<file path="src/rtl/fp_mac_pkg.sv">
// Shared definitions for the FP MAC pipeline and its upstream sequencer.
// Holds the fp32 width, the +0.0 encoding, and the sequencer state enum.
package fp_mac_pkg;

    localparam int FP_W = 32;
    localparam logic [FP_W-1:0] FP_ZERO = 32'h0000_0000;

    typedef enum logic [2:0] {
        IDLE  = 3'd0,
        CLEAR = 3'd1,
        FEED  = 3'd2,
        DRAIN = 3'd3,
        DONE  = 3'd4
    } seq_state_t;

endpackage

</file>
<file path="src/rtl/fp_dot_seq_if.sv">
// Operand-pair stream and result stream of the dot-product sequencer.
// Both streams use valid/ready: a beat transfers on a rising clk edge where valid and
// ready are both 1; the source holds valid and its payload stable until that edge.
interface fp_dot_seq_if
    import fp_mac_pkg::*;
#(
    parameter int LEN_W = 16
);

    logic            in_valid;
    logic            in_ready;
    logic [FP_W-1:0] in_a;
    logic [FP_W-1:0] in_b;
    logic            in_last;

    logic             res_valid;
    logic             res_ready;
    logic [FP_W-1:0]  res_data;
    logic [LEN_W-1:0] res_count;

    modport master (
        output in_valid, in_a, in_b, in_last, res_ready,
        input  in_ready, res_valid, res_data, res_count
    );

    modport slave (
        input  in_valid, in_a, in_b, in_last, res_ready,
        output in_ready, res_valid, res_data, res_count
    );

endinterface

</file>
<file path="src/rtl/fp_dot_seq.sv">
// Sequencer in front of the FP MAC: clears the accumulator per vector, feeds pairs or
// +0.0 bubbles, waits MAC_LAT edges after the last pair, then presents the dot product.
module fp_dot_seq
    import fp_mac_pkg::*;
#(
    parameter int LEN_W   = 16,
    parameter int MAC_LAT = 3
) (
    input  logic            clk,
    input  logic            reset,
    fp_dot_seq_if.slave     bus,
    output logic            mac_clr,
    output logic [FP_W-1:0] mac_a,
    output logic [FP_W-1:0] mac_b,
    input  logic [FP_W-1:0] mac_out,
    output seq_state_t      state
);

    localparam int DW = (MAC_LAT > 1) ? $clog2(MAC_LAT) : 1;

    seq_state_t       state_next;
    logic [LEN_W-1:0] pair_cnt;
    logic [DW-1:0]    drain_cnt;
    logic             take;
    logic             drain_end;

    assign bus.in_ready = (state == FEED);
    assign take         = (state == FEED) && bus.in_valid;
    assign drain_end    = (state == DRAIN) && (drain_cnt == '0);

    always_comb begin
        state_next = state;
        case (state)
            IDLE:    if (bus.in_valid) state_next = CLEAR;
            CLEAR:   state_next = FEED;
            FEED:    if (take && bus.in_last) state_next = DRAIN;
            DRAIN:   if (drain_cnt == '0) state_next = DONE;
            DONE:    if (bus.res_ready) state_next = IDLE;
            default: state_next = IDLE;
        endcase
    end

    // State plus every registered output; mac_clr is registered from the next state so
    // it is high exactly while the FSM sits in CLEAR.
    always_ff @(posedge clk) begin
        if (reset) begin
            state         <= IDLE;
            mac_clr       <= 1'b1;
            mac_a         <= FP_ZERO;
            mac_b         <= FP_ZERO;
            bus.res_valid <= 1'b0;
            bus.res_data  <= FP_ZERO;
            bus.res_count <= '0;
        end else begin
            state   <= state_next;
            mac_clr <= (state_next == CLEAR);
            mac_a   <= take ? bus.in_a : FP_ZERO;
            mac_b   <= take ? bus.in_b : FP_ZERO;
            if (drain_end) begin
                bus.res_valid <= 1'b1;
                bus.res_data  <= mac_out;
                bus.res_count <= pair_cnt;
            end else if ((state == DONE) && bus.res_ready) begin
                bus.res_valid <= 1'b0;
            end
        end
    end

    always_ff @(posedge clk) begin
        if (reset || (state == CLEAR)) begin
            pair_cnt <= '0;
        end else if (take && (pair_cnt != {LEN_W{1'b1}})) begin
            pair_cnt <= pair_cnt + 1'b1;
        end
    end

    always_ff @(posedge clk) begin
        if (reset) begin
            drain_cnt <= '0;
        end else if (take && bus.in_last) begin
            drain_cnt <= DW'(MAC_LAT - 1);
        end else if ((state == DRAIN) && (drain_cnt != '0)) begin
            drain_cnt <= drain_cnt - 1'b1;
        end
    end

endmodule

</file>
<file path="src/flat_wrapper.sv">
// flat-port wrapper written by rule: the top's interface ports become plain ports
module fp_dot_seq_flat import fp_mac_pkg::*;
#(
    parameter int LEN_W   = 16,
    parameter int MAC_LAT = 3
)
  (clk, reset, mac_clr, mac_a, mac_b, mac_out, state, bus_in_valid, bus_in_a, bus_in_b, bus_in_last, bus_res_ready, bus_in_ready, bus_res_valid, bus_res_data, bus_res_count);
  fp_dot_seq_if #(.LEN_W(LEN_W)) bus_i ();
  input  logic clk;
  input  logic reset;
  output logic mac_clr;
  output logic [FP_W-1:0] mac_a;
  output logic [FP_W-1:0] mac_b;
  input  logic [FP_W-1:0] mac_out;
  output seq_state_t state;
  input wire logic [$bits(bus_i.in_valid)-1:0] bus_in_valid;
  input wire logic [$bits(bus_i.in_a)-1:0] bus_in_a;
  input wire logic [$bits(bus_i.in_b)-1:0] bus_in_b;
  input wire logic [$bits(bus_i.in_last)-1:0] bus_in_last;
  input wire logic [$bits(bus_i.res_ready)-1:0] bus_res_ready;
  output wire logic [$bits(bus_i.in_ready)-1:0] bus_in_ready;
  output wire logic [$bits(bus_i.res_valid)-1:0] bus_res_valid;
  output wire logic [$bits(bus_i.res_data)-1:0] bus_res_data;
  output wire logic [$bits(bus_i.res_count)-1:0] bus_res_count;
  assign bus_i.in_valid = bus_in_valid;
  assign bus_i.in_a = bus_in_a;
  assign bus_i.in_b = bus_in_b;
  assign bus_i.in_last = bus_in_last;
  assign bus_i.res_ready = bus_res_ready;
  assign bus_in_ready = bus_i.in_ready;
  assign bus_res_valid = bus_i.res_valid;
  assign bus_res_data = bus_i.res_data;
  assign bus_res_count = bus_i.res_count;
  fp_dot_seq #(.LEN_W(LEN_W), .MAC_LAT(MAC_LAT)) u_core (.clk(clk), .reset(reset), .bus(bus_i), .mac_clr(mac_clr), .mac_a(mac_a), .mac_b(mac_b), .mac_out(mac_out), .state(state));
endmodule
</file>
<file path="config.mk">
export PLATFORM = sky130hd
export DESIGN_NAME = fp_dot_seq_flat
export DESIGN_NICKNAME = d
export VERILOG_FILES = /design/src/rtl/fp_mac_pkg.sv /design/src/rtl/fp_dot_seq_if.sv /design/src/rtl/fp_dot_seq.sv /design/src/flat_wrapper.sv
export SDC_FILE = /design/constraint.sdc
export NUM_CORES = 1
export LEC_CHECK = 0
export BUFFER_PORTS_ARGS = -buffer_cell sky130_fd_sc_hd__buf_2
export CAP_MARGIN = 10
export CORE_ASPECT_RATIO = 0.8
export CORE_MARGIN = 2
export CORE_UTILIZATION = 45
export DETAILED_ROUTE_END_ITERATION = 10
export PLACE_DENSITY = 0.76
export SLEW_MARGIN = 0
export SYNTH_ARGS = -nofsm -noshare
export SYNTH_HDL_FRONTEND = slang
export SYNTH_SLANG_ARGS = --single-unit
</file>
<file path="constraint.sdc">
create_clock -name clk -period 2 [get_ports clk]
set_input_delay 0.6 -clock clk [delete_from_list [all_inputs] [get_ports clk]]
set_output_delay 0.6 -clock clk [all_outputs]
set_load 0.02 [all_outputs]
</file>
==> metrics.txt <==
area grow syn2layout 40.31%; post-synthesis register bit count 135; Iter 0 DRT Violations 143; clock group share of total power 49.8%; element type at the critical path start flop; Die Area 0.01097 sq mm; Hold Fails Final Rpt 0; DRT Wirelength 11.42 mm; Synth top area share 59.23%; clock sinks 135; Routability Congestion 0.8219; Hold Crit Class input port to flop; hold buffers post-CTS 0; Finish-stage setup viols 0; MaxCap Viol Count 0; relative slew slack 63.39%; Die Wd 116.6 microns; largest net degree at the start of global routing 65; worst-margin pin slew 544.1 ps; CP Class flop to primary output; Leakage 2.967 nW; CP Capture Type primary output; Final WS setup 88.93 ps; post-DR vias/cell 4.743; total gr overflow 0; Main synth FF type dfxtp_1; top cells by count, synth 135 x dfxtp_1, 107 x nand2_1, 65 x a21oi_1, 65 x and2_1, 18 x clkbuf_1; routed len/inst 13.35 microns; cells after synthesis 486; CTS Buffer Depth 2; cell internal pwr 0.004706 W; syn nets 589; input/output buffers 218; Slew Limit Fails 0; Logic pwr share 5.1%; met2 wire length 5.778 mm; number of nets with antenna violations after routing 0; Area contributors post-synth dfxtp_1 59%, and2_1 8.9%, nand2_1 8.8%; CTS root buffer clkbuf_16; Worst-path clk slew 60 ps; worst skew pair latency 400 ps; antenna violations before repair 0; min Tclk post-route 1911 ps; sequential share of power 45.1%; Cell Count Post-Placement 823; share of cells above drive strength 1 37.69%; clk_skew 8.525 ps; cell area after layout 0.006402 sq mm; Synth Cell Area 0.004563 sq mm; Final Util 65.54%; count leader, synth dfxtp_1; Tcrit/Tclk final 95.55%; status finished, final reports clean; Sw Share 22.46%; sequential share of the synthesized area 59.23%; # rows 32; nets@finish 809; DR WL met3 927 microns; Yosys Warn Count 0; GRT Total Usage 20.71%; Core ar. 0.009769 sq mm; Layout Cells excl Fill 855; CTS H-tree depth 4; critical path data required time 1400 ps; Die Height 94.07 microns; DR top layer met4; Max Clock Freq 0.5233 GHz; detailed-placement wirelength estimate 8.289 mm; Post-synth EDFFs 0; antenna cells 0; number of global-route vias before repair 3778; CTS tree yes; cell taking the most area after synthesis dfxtp_1; CP Data Arrival Time 1310 ps; first-pass GRT wire length 17.48 mm; ys async rst share 0%; Fin Hold WS 390.2 ps; Vias 4055; WL met1 4.543 mm; Switching Power 0.001363 W; Avg Cell Area, Syn 9.389 sq um; dpl cell area 0.005821 sq mm; TritonCTS Buffers 17; critical path peak fanout 10; final routed DRC violation total 0; PD cells 947.9 mW/mm^2; num ports 219; dpl ws -28.60 ps; Starting Density 46.71%; Worst VDD drop 0.6467 mV; unrepaired setup endpoints after global routing false; first drt pass iteration count 4; count of cell types in the netlist 40
[cell families (layout without fill, tap and decap cells)]
logic type / Yosys count / count (layout) / share of synthesized area (%)
xor+xnor: 1 / 1 / 0.1920
mux: 2 / 2 / 0.4387
flops: 135 / 135 / 59.23
fa+ha+maj: 2 / 2 / 0.5483
simple gates: 226 / 226 / 25.88
compound gates: 84 / 84 / 10.17
buf+inv: 36 / 269 / 3.537
[routing by layer]
layer,track usage [%],up-vias
met3,8.452,14
met4,7.353,0
met2,36.48,161
met1,22.38,1826
met5,0,-
li1,-,2054
[flip-flops by register name, summed over array words and instances (netlist names)]
| signal | count |
|---|---|
| u_core.bus.res_valid | 1 |
| u_core.mac_b | 32 |
| u_core.bus.res_count | 16 |
| u_core.state | 3 |
| u_core.bus.res_data | 32 |
| u_core.mac_clr | 1 |
| u_core.pair_cnt | 16 |
| u_core.mac_a | 32 |
| u_core.drain_cnt | 2 |
[critical path, stage by stage, from the launching register on]
cell and delay, ps:
dfxtp_1 340, buf_6 140, inv_1 50, nor3_1 190, buf_2 200
[power groups by stage]
| stage | combinational, W | sequential (W) | clock (W) |
|---|---|---|---|
| 3_5_place_dp | 0.000309 | 0.00280 | 0 |
| 2_1_floorplan | 0.000104 | 0.00284 | 0 |
| 6_report | 0.000310 | 0.00274 | 0.00302 |
| 5_1_grt | 0.000341 | 0.00274 | 0.00320 |
| 3_3_place_gp | 0.000304 | 0.00280 | 0 |
| 4_1_cts | 0.000312 | 0.00274 | 0.00308 |
[path summary, 6_finish.rpt]
check / start / endpoint / slack (ps) / cells after the start
min: bus_in_b[16] / u_core.mac_b[16]$_SDFF_PP0_ / 390 / 2
min reg2reg: u_core.bus.res_count[8]$_SDFFE_PP0P_ / u_core.bus.res_count[8]$_SDFFE_PP0P_ / 450 / 2
max reg2reg: u_core.state[2]$_SDFF_PP0_ / u_core.pair_cnt[4]$_SDFFE_PP0P_ / 180 / 4
max: u_core.state[1]$_SDFF_PP0_ / bus_in_ready / 90 / 4
[cell type report]
cell class	instances	area (sq um)
inverter	8	30.03
fill	856	3367
clock buffer	17	425.4
timing repair buffer	229	1202
clock inverter	15	152.6
tap	136	170.2
sequential	135	2703
multi-input combinational	315	1719
[repair_timing]
| item | 4_1_cts | 5_1_grt |
|---|---|---|
| endpoints found under the hold margin | 0 | 0 |
| endpoints found under the setup margin | 0 | 1 |
| resized for setup | 0 | 1 |
| buffers inserted | 0 | 0 |
[placed cells by master, fill, tap and decap left out, drive strengths merged, types with 3 or more instances in the layout]
cell type  Yosys  routed
clkinv         0       8
and2          65      65
or4            5       5
a21oi         65      65
nand2        107     107
buf            9     229
o21ai          4       4
nand3          6       6
nor3b          3       3
nor4           3       3
inv            8      11
nor2           7       7
clkbuf        19      17
dfxtp        135     135
nor3           5       5
or3            4       4
o31ai          6       6
nand4          8       8
[stage by stage]
| stage | setup TNS (ps) | total power (W) |
|---|---|---|
| 6_report | 0 | 0.006069 |
| 3_5_place_dp | -82.02 | 0.003107 |
| 3_3_place_gp | -18.43 | 0.003101 |
| 4_1_cts | 0 | 0.006129 |
| 2_1_floorplan | 0 | 0.002947 |
| 5_1_grt | 0 | 0.006282 |
Power figures use the tool's default switching activity.
